## src/rtl/jhash_arb.sv

```systemverilog
// jhash_arb: shares one jhash_core between two requesters.
// Grants the core to one requester at a time, packs its 32-bit words into
// triples for the core, sends the last 0..3 words with stream_done, captures
// the hash for the owner and then resets the core for the next job.
// Optional build macro JHASH_ARB_FIXED_PRIO_EN selects fixed priority
// (requester 0 always wins); when undefined, ties are resolved round-robin.

module jhash_arb #(
    parameter int LEN_W = 8
) (
    input  logic             clk,
    input  logic             rst_n,
    input  logic [1:0]       req,
    input  logic [LEN_W-1:0] len0,
    input  logic [LEN_W-1:0] len1,
    input  logic [31:0]      wdata0,
    input  logic [31:0]      wdata1,
    input  logic [1:0]       wvalid,
    output logic [1:0]       wack,
    output logic [31:0]      res_hash,
    output logic [1:0]       res_valid,
    output logic             busy,
    output logic             core_rst,
    output logic [31:0]      stream_data0,
    output logic [31:0]      stream_data1,
    output logic [31:0]      stream_data2,
    output logic             stream_valid,
    output logic             stream_done,
    output logic [1:0]       stream_left,
    input  logic             stream_ack,
    input  logic             hash_done,
    input  logic [31:0]      hash_out
);

    typedef enum logic [2:0] {
        S_IDLE,
        S_PRIME,
        S_FILL,
        S_SEND,
        S_LAST,
        S_CLR
    } state_t;

    state_t           state;
    logic             grant;
    logic [LEN_W-1:0] rem;
    logic [1:0]       fill;
    logic [2:0]       hold;
    logic [31:0]      slot0;
    logic [31:0]      slot1;
    logic [31:0]      slot2;

    logic             winner;
    logic [LEN_W-1:0] win_len;
    logic             own_wvalid;
    logic [31:0]      own_wdata;
    logic             accept;
    logic [1:0]       fill_nxt;
    logic [LEN_W-1:0] rem_nxt;

`ifdef JHASH_ARB_FIXED_PRIO_EN
    // Fixed priority: requester 0 wins whenever it is requesting.
    always_comb begin
        winner = ~req[0];
    end
`else
    logic last_grant;

    // Round-robin: on a tie the requester that was not granted last wins.
    always_comb begin
        winner = req[1];
        if (req == 2'b11) begin
            winner = ~last_grant;
        end
    end
`endif

    assign win_len    = winner ? len1 : len0;
    assign own_wvalid = grant ? wvalid[1] : wvalid[0];
    assign own_wdata  = grant ? wdata1 : wdata0;

    // A word is taken only while a slot is free and the job still owes words.
    assign accept   = (state == S_FILL) && own_wvalid && (fill != 2'd3) && (rem != '0);
    assign fill_nxt = accept ? fill + 2'd1 : fill;
    assign rem_nxt  = accept ? rem - LEN_W'(1) : rem;

    assign wack = {accept & grant, accept & ~grant};
    assign busy = (state != S_IDLE);

    // Decode the core-side stream signals from the current state and slots.
    always_comb begin
        stream_valid = 1'b0;
        stream_done  = 1'b0;
        stream_left  = 2'd0;
        stream_data0 = '0;
        stream_data1 = '0;
        stream_data2 = '0;
        case (state)
            S_PRIME: begin
                stream_valid = 1'b1;
            end
            S_SEND: begin
                stream_valid = 1'b1;
                stream_data0 = slot0;
                stream_data1 = slot1;
                stream_data2 = slot2;
            end
            S_LAST: begin
                if (hold == 3'd0) begin
                    stream_done = 1'b1;
                    stream_left = fill;
                    if (fill >= 2'd1) stream_data0 = slot0;
                    if (fill >= 2'd2) stream_data1 = slot1;
                    if (fill == 2'd3) stream_data2 = slot2;
                end
            end
            default: begin
            end
        endcase
    end

    // Job sequencing: grant, prime the core, pack triples, finish, reset core.
    always_ff @(posedge clk or negedge rst_n) begin
        if (!rst_n) begin
            state     <= S_IDLE;
            grant     <= 1'b0;
            rem       <= '0;
            fill      <= 2'd0;
            hold      <= 3'd0;
            slot0     <= '0;
            slot1     <= '0;
            slot2     <= '0;
            res_hash  <= '0;
            res_valid <= 2'b00;
            core_rst  <= 1'b1;
`ifdef JHASH_ARB_FIXED_PRIO_EN
`else
            last_grant <= 1'b1;
`endif
        end else begin
            res_valid <= 2'b00;
            core_rst  <= 1'b0;
            if (hold != 3'd0) begin
                hold <= hold - 3'd1;
            end
            case (state)
                S_IDLE: begin
                    if (req != 2'b00) begin
                        grant <= winner;
                        rem   <= win_len;
                        fill  <= 2'd0;
                        state <= S_PRIME;
`ifdef JHASH_ARB_FIXED_PRIO_EN
`else
                        last_grant <= winner;
`endif
                    end
                end
                S_PRIME: begin
                    state <= S_FILL;
                end
                S_FILL: begin
                    if (accept) begin
                        case (fill)
                            2'd0:    slot0 <= own_wdata;
                            2'd1:    slot1 <= own_wdata;
                            2'd2:    slot2 <= own_wdata;
                            default: begin
                            end
                        endcase
                    end
                    fill <= fill_nxt;
                    rem  <= rem_nxt;
                    if (rem_nxt == '0) begin
                        state <= S_LAST;
                    end else if (fill_nxt == 2'd3) begin
                        state <= S_SEND;
                    end
                end
                S_SEND: begin
                    if (stream_ack) begin
                        fill  <= 2'd0;
                        hold  <= 3'd6;
                        state <= S_FILL;
                    end
                end
                S_LAST: begin
                    if (hash_done) begin
                        res_hash  <= hash_out;
                        res_valid <= grant ? 2'b10 : 2'b01;
                        core_rst  <= 1'b1;
                        state     <= S_CLR;
                    end
                end
                S_CLR: begin
                    grant <= 1'b0;
                    state <= S_IDLE;
                end
                default: begin
                    state <= S_IDLE;
                end
            endcase
        end
    end

endmodule

```

## config.mk

```make
export PLATFORM = sky130hd
export DESIGN_NAME = jhash_arb
export DESIGN_NICKNAME = d
export VERILOG_FILES = /design/src/rtl/jhash_arb.sv
export SDC_FILE = /design/constraint.sdc
export NUM_CORES = 1
export LEC_CHECK = 0
export ABC_AREA = 1
export BUFFER_PORTS_ARGS = -buffer_cell sky130_fd_sc_hd__buf_2
export CAP_MARGIN = 15
export CORE_UTILIZATION = 54
export CTS_CLUSTER_DIAMETER = 100
export DETAILED_ROUTE_END_ITERATION = 6
export PLACE_DENSITY = 0.86
export SKIP_CTS_REPAIR_TIMING = 1
export SLEW_MARGIN = 20
export SYNTH_ARGS = -nofsm -noshare
export SYNTH_HDL_FRONTEND = slang
export SYNTH_SLANG_ARGS = --single-unit
```

## constraint.sdc

```tcl
create_clock -name clk -period 5.1 [get_ports clk]
set_input_delay 0.51 -clock clk [delete_from_list [all_inputs] [get_ports clk]]
set_output_delay 0.51 -clock clk [all_outputs]
set_load 0.005 [all_outputs]
```

Yosys cells after proc, flatten, opt, wreduce, memory -nomap -nowiden
Index checks and enable logic that the tools add are counted.
Word-level totals
  register bits after elaboration: 149
  bits of input ports: 120
  output and inout port bits: 138
  word-level logic and storage cells: 101
Operators by class
  add/subtract/negate cells: 3
  $lt $le $gt $ge: 2
  equal/unequal tests: 15
  muxes and demuxes: 41
  bitwise gates (word level): 4
  reductions and logical operators: 24
Operator list (count)
  32-bit two-way mux: 7
  32-bit case mux with 2 select lines: 3
  3-bit two-way mux: 8
  8-bit two-way mux: 3
  2-bit two-way mux: 8
  8-bit case mux with 2 select lines: 1
  3-bit case mux with 5 select lines: 1
  3-bit AND reduction: 4
  3-bit nonzero test: 3
  2-bit equality test (second input constant): 4
  8-bit zero test: 1
  1-bit two-way mux: 8
  2-bit inequality test (second input constant): 4
  2-bit AND reduction: 4
  8-bit nonzero test: 1
  8-bit by 1-bit subtractor with 8-bit output (second input constant): 1
  3-bit by 2-bit equality test with 1-bit output (second input constant): 2
  3-bit equality test (second input constant): 2
  3-bit zero test: 2
  2-bit case mux with 3 select lines: 1
  2-bit nonzero test: 3
  4-bit AND reduction: 1
  3-bit by 1-bit equality test with 1-bit output (second input constant): 1
  1-bit logical AND: 3
  other kinds (11): 13

Logic depth before layout (Yosys ltp)
Gate-level depths: netlist of run 1.
  depth in word-level cells: 9
  depth in mapped cells: 17
  depth with buffers taken out: 16

Least setup slack after synthesis of run 1
Ideal clock, no wire load.
  kind: register to output
  start: reg hold[0]
  end: out stream_data1[0]
  arrival: 1.680 ns
  required time: 4.590 ns
  slack: 2.910 ns
  cell stages (with the launch flop): 12
  path buffers: 1
  path through: dfrtp_1 > inv_1 > ha_1 > inv_1 > nor2_1 > inv_1 > nor2_1 > inv_1 > nor2_1 > nor2_1 > buf_2 > nor2_1
On the way
  longest elaborated chain between the ends: 3
RTL lines
  from (decl): RTL line 48  | logic [2:0] hold;
  from (signal assigned): RTL line 144  | hold <= hold - 3'd1;
  3-bit zero test: RTL line 109  | if (hold == 3'd0) begin
  32-bit two-way mux: RTL line 109
  32-bit case mux with 2 select lines: RTL line 98  | case (state)
  to (decl): RTL line 25  | output logic [31:0] stream_data1,
No other way between the ends.

Final worst setup path of run 1
  start: reg hold[0]
  end: out stream_data2[20]
On the way
  longest elaborated chain between the ends: 3
RTL lines
  3-bit zero test: RTL line 109
  32-bit two-way mux: RTL line 109
  32-bit case mux with 2 select lines: RTL line 98
  to (decl): RTL line 26  | output logic [31:0] stream_data2,
No other way between the ends.

==> summary.txt, run 1 <==
Yosys
  • Main synth FF type: dfrtp_1
  • Cell taking the most area after synthesis: dfrtp_1
  • Post-synth EDFFs: 0
  • Synth area leaders: dfrtp_1, nand2_1, o21ai_0, inv_1, nor2_1
  • Most frequent cells after synthesis: nand2_1, dfrtp_1, inv_1, nor2_1, o21ai_0
  • Post-synth ARST share: 100%
  • Synth cell types: 32
  • Synth Register Bits: 149
  • Post-Syn Instances: 974
  • Mapped cell area: 7280 sq um
  • Syn nets: 1102
  • Sequential area share after synthesis: 51.2%
  • Most numerous cell in the Yosys netlist: nand2_1
  • Mean post-synth cell area: 7.48 sq um
  • Area share of the largest cell type after synthesis: 50.5%
  • Syn. warnings: 0

Route
  • Routed vias/inst: 5.02
  • DR vias: 7050
  • Met1 wire length: 8270 um
  • DR iter-0 viols: 538
  • Drc violations: 0
  • Wire length on met3: 1230 um
  • Top Metal Used: met4
  • Routed WL per cell: 14.1 um
  • Post-route ant nets: 0
  • Met2 wire len: 9690 um
  • First-pass detailed-route iteration total: 5
  • Post-Route WL: 19800 um

Clocking
  • H-tree levels: 4
  • Clk slew on worst S/H paths: 60 ps
  • Max Root-Sink Buffers: 2
  • Clock root cell: clkbuf_16
  • CTS tree: built
  • Clk Latency, worst-skew pair: 420 ps
  • Cts bufs inserted: 17
  • TritonCTS Sinks: 149

Placed design
  • Port-buffer cells: 257
  • DPL Wire Length: 13400 um
  • Placed Area: 8650 sq um
  • Placer congestion estimate: 0.872

Die
  • Die H: 118 um
  • Die extent in x: 118 um
  • Placement Rows: 42
  • Initial core utilization: 55.2%
  • Core Footprint: 13200 sq um
  • # IOs: 258
  • Full die area: 14000 sq um

Timing
  • Highest clock rate: 256 MHz
  • Crit share post-route: 76.6%
  • RSZ-0062 raised after global routing: no
  • Setup violators final: 0
  • Tmin final: 3910 ps
  • Slew @ Worst Pin: 1020 ps
  • Rel. slew slack: 31.4%
  • Setup_tns: 0 ps
  • Clk_skew: 9.28 ps
  • Final hold violation count: 0
  • Max-slew violations: 0

GRT
  • GRT overflow: 0
  • Initial antenna violation count: 0
  • Aggregate global-route resource usage: 29.3%
  • Global-route wire length before repair: 32000 um
  • Largest net degree at the start of global routing: 113
  • Number of global-route vias before repair: 6639

Layout
  • Antenna fix cells: 0
  • # fillers: 1078
  • Area of the multi-input gates: 2840 sq um
  • Reg area: 3730 sq um
  • Final net count: 1343
  • Share of cells above drive strength 1: 25.6%
  • Synth-to-Final Area Change: 28.0%
  • Finished Cell Area: 9330 sq um

Power
  • Worst VDD drop: 0.316 mV
  • PD cells: 618 nW/um^2
  • Leakage: 5.38 nW

Critical path
  • CP Capture Type: output pin
  • Crit path DAT: 3400 ps
  • Worst-case reg-to-reg path depth: 9
  • Worst EP required: 4590 ps
  • R2R Path Start: grant
  • Critical path startpoint category: flip-flop
  • Max FO, Critical Path: 32
  • Setup slack, reg-to-reg: 2360 ps
  • Critical path type: reg2out
  • FF-to-FF End: slot1[2]

Min path
  • Hold Path Class: in2async

Run
  • Maxcap violations: 0

Run status
  • Status: finished, final reports clean
## where the power goes
group	switching, mW	leakage [nW]	internal (mW)	total [mW]
logic	1.57	3.23	0.841	2.41
clock network	0.477	0.320	0.903	1.38
registers	0.244	1.83	1.72	1.97
## through the flow
| stage | worst slack, ps | hold WS (ps) | std cells | total power [mW] | util, % |
|---|---|---|---|---|---|
| 2_1_floorplan | 2910 | 214 | 974 | 3.47 | - |
| 3_3_place_gp | 2250 | 455 | 1371 | 4.25 | 65.5 |
| 3_5_place_dp | 2180 | 463 | 1371 | 4.35 | 65.6 |
| 4_1_cts | 1680 | 264 | 1402 | 5.77 | 70.5 |
| 5_1_grt | 817 | 278 | 1403 | 6.20 | 70.7 |
| 6_report | 1190 | 202 | 1403 | 5.76 | 70.7 |
## registers in the layout, summed over array words and instances, names as in the netlist
signal and flops:
core_rst 1, grant 1, state 3, res_valid 2
res_hash 32, hold 3, fill 2, rem 8
slot0 32, slot2 32, last_grant 1, slot1 32
## final cells by class
cell class	instances	share of cell area, %
Sequential cell	149	40.0
Multi-Input combinational cell	644	30.4
Timing Repair Buffer	263	14.6
Inverter	140	5.66
Clock buffer	22	5.09
Tap cell	176	2.36
Clock inverter	9	1.87
## worst max-delay path, stage by stage, from the launching register on
cell and delay (ps):
dfrtp_1 380, inv_1 80, ha_1 140, inv_1 30, nor2_1 250, inv_1 80, nor2_1 200, inv_1 110
o21ai_0 170, clkinv_1 800, nor2_1 520, buf_2 190
## placed cells by master (no fill, tap or decap), types with 6 or more instances in the layout
| cell | Yosys | final |
|---|---|---|
| nand2_1 | 350 | 349 |
| buf_2 | 18 | 256 |
| dfrtp_1 | 147 | 147 |
| inv_1 | 136 | 134 |
| nor2_1 | 125 | 124 |
| o21ai_0 | 111 | 111 |
| clkbuf_16 | 0 | 17 |
| o221ai_1 | 9 | 9 |
| nand3_1 | 9 | 9 |
| ha_1 | 8 | 8 |
| nor2_4 | 6 | 6 |
## cell families after synthesis
logic type	synth area share [%]
compound gates	9.64
flops	51.2
mux	0.137
fa+ha+maj	1.37
xor+xnor	0.481
buf+inv	9.88
simple gates	27.3
## metal layers
metal	up-vias	global-route usage [%]
met3	48	5.89
met1	3302	37.3
li1	3421	-
met5	-	0
met4	0	11.5
met2	279	49.3
## worst max-delay path by stage
stage | endpoint | start | cells after the start
2_1_floorplan | stream_data1[0] | hold[0] | 11
3_3_place_gp | stream_data0[26] | hold[0] | 11
3_5_place_dp | stream_data2[20] | hold[0] | 11
4_1_cts | stream_data2[20] | hold[0] | 11
5_1_grt | stream_data2[20] | hold[1] | 11
6_report | stream_data2[20] | hold[0] | 11
No activity file was read; power rests on OpenSTA's default activity.
==> run 2, diff against run 1 <==
CORE_UTILIZATION = 50   (was 54)
PLACE_DENSITY = 0.8   (was 0.86)
clock period = 4.05 ns   (was 5.1 ns; I/O delays follow)
==> summary.txt, run 2 (synthesis results as in run 1) <==
Layout
  • Final net count: 1345 (+0.15%)
  • Fin cells: 1409 (+0.43%)
  • Antenna fix cells: 0 (unchanged)
  • Commonest non-fill, non-tap cell in the layout: nand2_1
  • Synth-to-Final Area Change: 27.5%
  • Final Util: 66.1% (-4.6 points)
  • Most frequent cells in the layout: nand2_1, buf_2, dfrtp_1
  • Finished Cell Area: 9280 sq um (-0.44%)
  • Share of cells above drive strength 1: 25.6% (+0.040 points)

Clocking
  • Clk slew on worst S/H paths: 60 ps (about the same)
  • TritonCTS Sinks: 149 (unchanged)
  • CTS tree: built
  • Cts bufs inserted: 17 (unchanged)
  • H-tree levels: 4 (unchanged)
  • Max Root-Sink Buffers: 2 (unchanged)
  • Clk Latency, worst-skew pair: 420 ps (about the same)
  • Clock root cell: clkbuf_16

Critical path
  • Critical path type: reg2out
  • Worst EP required: 3640 ps (-950 ps)
  • R2R Path Start: grant
  • CP Capture Type: output pin
  • Max FO, Critical Path: 32 (unchanged)
  • FF-to-FF End: slot1[22]
  • Worst path most repeated cell: inv_1
  • Critical Path, Cell by Cell: inv_1 -> ha_1 -> inv_1 -> nor2_1 -> inv_1 -> nor2_1 -> inv_1 -> o21ai_0 -> clkinv_1 -> nor2_1 -> buf_2
  • Critical path startpoint category: flip-flop
  • Setup slack, reg-to-reg: 1160 ps (-1200 ps)
  • Worst-case reg-to-reg path depth: 9 (unchanged)
  • Crit path DAT: 3200 ps (-200 ps)
  • Critical path's slowest cell: clkinv_1
  • Worst path max stage delay: 760 ps (-40 ps)

GRT
  • GRT overflow: 0 (unchanged)
  • Aggregate global-route resource usage: 26.8% (-2.6 points)
  • Number of global-route vias before repair: 6365 (-4.1%)
  • Initial antenna violation count: 0 (unchanged)
  • Global-route wire length before repair: 30700 um (-4.2%)
  • Largest net degree at the start of global routing: 106 (-6.2%)

Timing
  • Highest clock rate: 277 MHz
  • Clk_skew: 6.82 ps (-2.45 ps)
  • Slew @ Worst Pin: 1070 ps (+50.2 ps)
  • Final hold violation count: 0 (unchanged)
  • Rel. slew slack: 28.4% (-3.0 points)
  • Setup_tns: 0 ps (unchanged)
  • Tmin final: 3610 ps
  • Crit share post-route: 89.1%
  • Setup violators final: 0 (unchanged)
  • RSZ-0062 raised after global routing: no
  • Max-slew violations: 0 (unchanged)
  • Hold WS: 53.5 ps (-148 ps)

Route
  • Routed vias/inst: 4.92 (-2.1%)
  • DR vias: 6931 (-1.7%)
  • Post-Route WL: 19300 um (-2.2%)
  • First-pass detailed-route iteration total: 5 (unchanged)
  • Routed WL per cell: 13.7 um (-2.6%)
  • DR iter-0 viols: 493 (-8.4%)
  • Drc violations: 0 (unchanged)
  • Post-route ant nets: 0 (unchanged)

Power
  • Reg power frac: 34.7% (+0.5 points)
  • Worst VDD drop: 0.363 mV (+15%)
  • Gate power share: 42.1% (+0.2 points)
  • Sw Ratio: 40.2% (+0.43 points)
  • Leakage: 5.35 nW (-0.51%)
  • Int Pwr: 4.26 mW (+23%)
  • PD cells: 767 nW/um^2 (+24%)
  • Sw Pwr: 2.86 mW (+25%)
  • Clock power share: 23.1% (-0.9 points)

Die
  • Die H: 123 um (+3.9%)
  • # IOs: 258 (unchanged)
  • Placement Rows: 43 (+2.4%)
  • Initial core utilization: 51.9% (-3.4 points)
  • Die extent in x: 123 um (+3.9%)
  • Core Footprint: 14000 sq um (+6.5%)
  • Full die area: 15100 sq um (+7.9%)

Run status
  • Status: finished, final reports clean

Placed design
  • Port-buffer cells: 257 (unchanged)
  • Placed Area: 8670 sq um (+0.29%)
  • Placer congestion estimate: 0.824 (-5.5%)
  • DPL Wire Length: 13400 um (about the same)
  • Placed cells: 1378 (+0.51%)

Run
  • Maxcap violations: 0 (unchanged)

Min path
  • Hold Path Class: in2async
==> run 2: how the worst max path moves through the flow <==
stage	from	endpoint	slack, ps	depth (start not counted)
finish	hold[0]	stream_data2[9]	440	11
global route	hold[0]	stream_data2[24]	110	11
CTS	hold[0]	stream_data0[21]	800	11
detailed placement	hold[0]	stream_data0[21]	1260	11
global placement	hold[0]	stream_data0[21]	1290	11
floorplan	hold[0]	stream_data1[0]	1960	11
==> run 2: area by class of cell <==
type	instances	area, sq um
Clock buffer	19	433
Tap cell	180	225
Multi-Input combinational cell	644	2840
Inverter	140	528
Timing Repair Buffer	265	1350
Fill cell	1188	4760
Sequential cell	149	3730
Clock inverter	12	179
==> run 2: routing by layer <==
| metal | up-vias | wire [um] | global-route usage (%) |
|---|---|---|---|
| li1 | 3423 | - | - |
| met1 | 3178 | 8240 | 34.0 |
| met2 | 280 | 9390 | 44.0 |
| met3 | 50 | 1140 | 5.95 |
| met4 | 0 | 564 | 11.4 |
| met5 | - | 0 | 0 |
==> run 2: critical path, delay by kind of cell (launching register included) <==
kind / cells / cell delay (ps)
buffers and inverters: 6 / 1230
and+or+nand+nor: 3 / 850
DFF: 1 / 380
AOI/OAI and AO/OA: 1 / 170
adders and majority gates: 1 / 140
==> run 2: power by group through the flow <==
| stage | clock network (mW) | registers, mW | logic [mW] |
|---|---|---|---|
| floorplan | 0 | 2.42 | 1.95 |
| global placement | 0 | 2.46 | 2.91 |
| detailed placement | 0 | 2.48 | 2.98 |
| CTS | 1.66 | 2.47 | 3.02 |
| global route | 1.74 | 2.55 | 3.44 |
| finish | 1.65 | 2.47 | 3.00 |
==> run 2: metrics by stage <==
stage                     power (mW)  worst slack [ps]
after floorplan                 4.37              1960
after global placement          5.37              1290
after detailed placement        5.46              1260
after CTS                       7.14               799
after global routing            7.73               114
final                           7.12               441
==> run 3, diff against run 2 <==
==> constraint.sdc (replaced) <==
create_clock -name clk -period 4.05 [get_ports clk]
set_input_delay 0.81 -clock clk [delete_from_list [all_inputs] [get_ports clk]]
set_output_delay 0.81 -clock clk [all_outputs]
set_load 0.005 [all_outputs]
==> summary.txt, run 3 (synthesis results as in run 1) <==
Run status
  • Status: finished, final reports clean

Die
  • # IOs: 258 (unchanged)
  • Core Footprint: 14000 sq um (unchanged)
  • Die extent in x: 123 um (unchanged)
  • Full die area: 15100 sq um (unchanged)
  • Initial core utilization: 51.9% (unchanged)
  • Placement Rows: 43 (unchanged)
  • Die H: 123 um (unchanged)

Power
  • Int Pwr: 4.23 mW (-0.61%)
  • Sw Pwr: 2.85 mW (-0.25%)
  • Gate power share: 42.7% (+0.6 points)
  • Worst VDD drop: 0.330 mV (-9.1%)
  • Sw Ratio: 40.3% (+0.087 points)
  • Reg power frac: 34.7% (about the same)
  • PD cells: 761 nW/um^2 (-0.76%)
  • Leakage: 5.35 nW (about the same)
  • Clock power share: 22.5% (-0.6 points)

Clocking
  • Clk Latency, worst-skew pair: 420 ps (about the same)
  • Clock root cell: clkbuf_16
  • TritonCTS Sinks: 149 (unchanged)
  • Clk slew on worst S/H paths: 60 ps (about the same)
  • Max Root-Sink Buffers: 2 (unchanged)
  • CTS tree: built
  • H-tree levels: 4 (unchanged)
  • Cts bufs inserted: 17 (unchanged)

Critical path
  • Crit path DAT: 2830 ps (-370 ps)
  • FF-to-FF End: slot1[10]
  • Worst EP required: 3240 ps (-400 ps)
  • Critical Path, Cell by Cell: inv_1 -> ha_1 -> inv_1 -> nor2_1 -> inv_1 -> nor2_1 -> inv_1 -> o21ai_1 -> clkinvlp_4 -> buf_4 -> nor2_1 -> buf_2
  • Worst path most repeated cell: inv_1
  • Max FO, Critical Path: 16 (-50%)
  • Critical path startpoint category: flip-flop
  • Critical path's slowest cell: o21ai_1
  • Worst-case reg-to-reg path depth: 9 (unchanged)
  • Critical path type: reg2out
  • Setup slack, reg-to-reg: 1400 ps (+240 ps)
  • R2R Path Start: grant
  • CP Capture Type: output pin
  • Worst path max stage delay: 480 ps (-280 ps)

Timing
  • Clk_skew: 6.67 ps (-0.157 ps)
  • Setup_tns: 0 ps (unchanged)
  • Hold WS: 401 ps (+347 ps)
  • Rel. slew slack: 29.9% (+1.6 points)
  • RSZ-0062 raised after global routing: no
  • Highest clock rate: 275 MHz (-0.91%)
  • Slew @ Worst Pin: 1050 ps (-23.7 ps)
  • Crit share post-route: 89.9% (+0.82 points)
  • Max-slew violations: 0 (unchanged)
  • Setup violators final: 0 (unchanged)
  • Setup slack after layout: 408 ps (-33.1 ps)
  • Final hold violation count: 0 (unchanged)
  • Tmin final: 3640 ps (+33.1 ps)

Route
  • DR iter-0 viols: 487 (-1.2%)
  • Wire length on met3: 1110 um (-2.6%)
  • Top Metal Used: met4
  • Routed WL per cell: 13.5 um (-1.7%)
  • First-pass detailed-route iteration total: 5 (unchanged)
  • Met1 wire length: 8150 um (-1.0%)
  • Routed vias/inst: 4.91 (-0.28%)
  • Met2 wire len: 9460 um (+0.75%)
  • Drc violations: 0 (unchanged)
  • Post-route ant nets: 0 (unchanged)
  • DR vias: 6931 (unchanged)
  • Post-Route WL: 19100 um (-1.4%)

GRT
  • Global-route wire length before repair: 29600 um (-3.5%)
  • Initial antenna violation count: 0 (unchanged)
  • Largest net degree at the start of global routing: 78 (-26%)
  • Number of global-route vias before repair: 6336 (-0.46%)
  • Aggregate global-route resource usage: 25.5% (-1.3 points)
  • GRT overflow: 0 (unchanged)

Run
  • Maxcap violations: 0 (unchanged)

Min path
  • Hold Path Class: in2async

Placed design
  • Pre-CTS WS: 866 ps (-392 ps)
  • DPL Wire Length: 13200 um (-1.4%)
  • Placed Area: 8680 sq um (+0.14%)
  • Placer congestion estimate: 0.839 (+1.8%)
  • Port-buffer cells: 257 (unchanged)

Layout
  • Final Util: 66.3% (+0.20 points)
  • Finished Cell Area: 9310 sq um (+0.30%)
  • Final net count: 1348 (+0.22%)
  • Most frequent cells in the layout: nand2_1, buf_2, dfrtp_1
  • # fillers: 1221 (+2.8%)
  • Antenna fix cells: 0 (unchanged)
  • Commonest non-fill, non-tap cell in the layout: nand2_1
  • Share of cells above drive strength 1: 25.9% (+0.24 points)
  • Synth-to-Final Area Change: 27.8%
-- run 3: cell count changes in the layout (fill, tap and decap cells not counted) --
cell,delta
clkinvlp_4,+4
buf_12,+1
buf_4,+1
bufinv_16,-1
clkbuf_1,+1
clkbuf_8,+1
clkinv_1,-1
clkinv_2,-1
clkinv_4,-1
o21ai_0,-1
o21ai_1,+1
-- run 3: cell type report --
cell class	count	area (sq um)	share of cell area, %
inverters	140	532	5.71
flip-flops and latches	149	3730	40.1
multi-input cells	644	2840	30.4
repair inverters	1	7.51	0.0806
repair buffers	267	1380	14.8
clock buffers	21	450	4.84
clock inverters	11	150	1.61
well taps	180	225	2.42
-- run 3: per-stage QoR --
step | total power [mW] | instances
after floorplan | 4.37 | 974
after global placement | 5.36 | 1378
after detailed placement | 5.46 | 1378
after CTS | 7.09 | 1410
after global routing | 7.66 | 1413
final | 7.08 | 1413
-- run 3: per-layer routing --
metal  vias up  track usage, %
li1       3431               -
met1      3233            32.0
met2       241            43.7
met3        26            4.37
met4         0            9.76
met5         -               0
-- run 3: worst max-delay path: cells and delay by family (launching register included) --
kind	cells	cell delay, ps
simple gates	3	570
fa+ha+maj	1	150
flops	1	380
compound gates	1	480
buf+inv	7	820
-- run 3: worst max path at each step --
stage	startpoint	endpoint	slack (ps)	depth (start not counted)
global placement	hold[0]	stream_data0[20]	960	11
detailed placement	hold[0]	stream_data0[20]	870	11
CTS	hold[0]	stream_data0[20]	410	11
global route	hold[0]	stream_data0[28]	140	12
floorplan	hold[0]	stream_data1[0]	1560	11
finish	hold[0]	stream_data0[20]	410	12
-- run 3: power by group through the flow --
stage               Clock [mW]  Combinational (mW)  Sequential (mW)
floorplan                    0                1.95             2.42
global placement             0                2.91             2.45
global route              1.69                3.45             2.53
detailed placement           0                2.98             2.47
CTS                       1.62                3.01             2.46
finish                    1.60                3.03             2.46
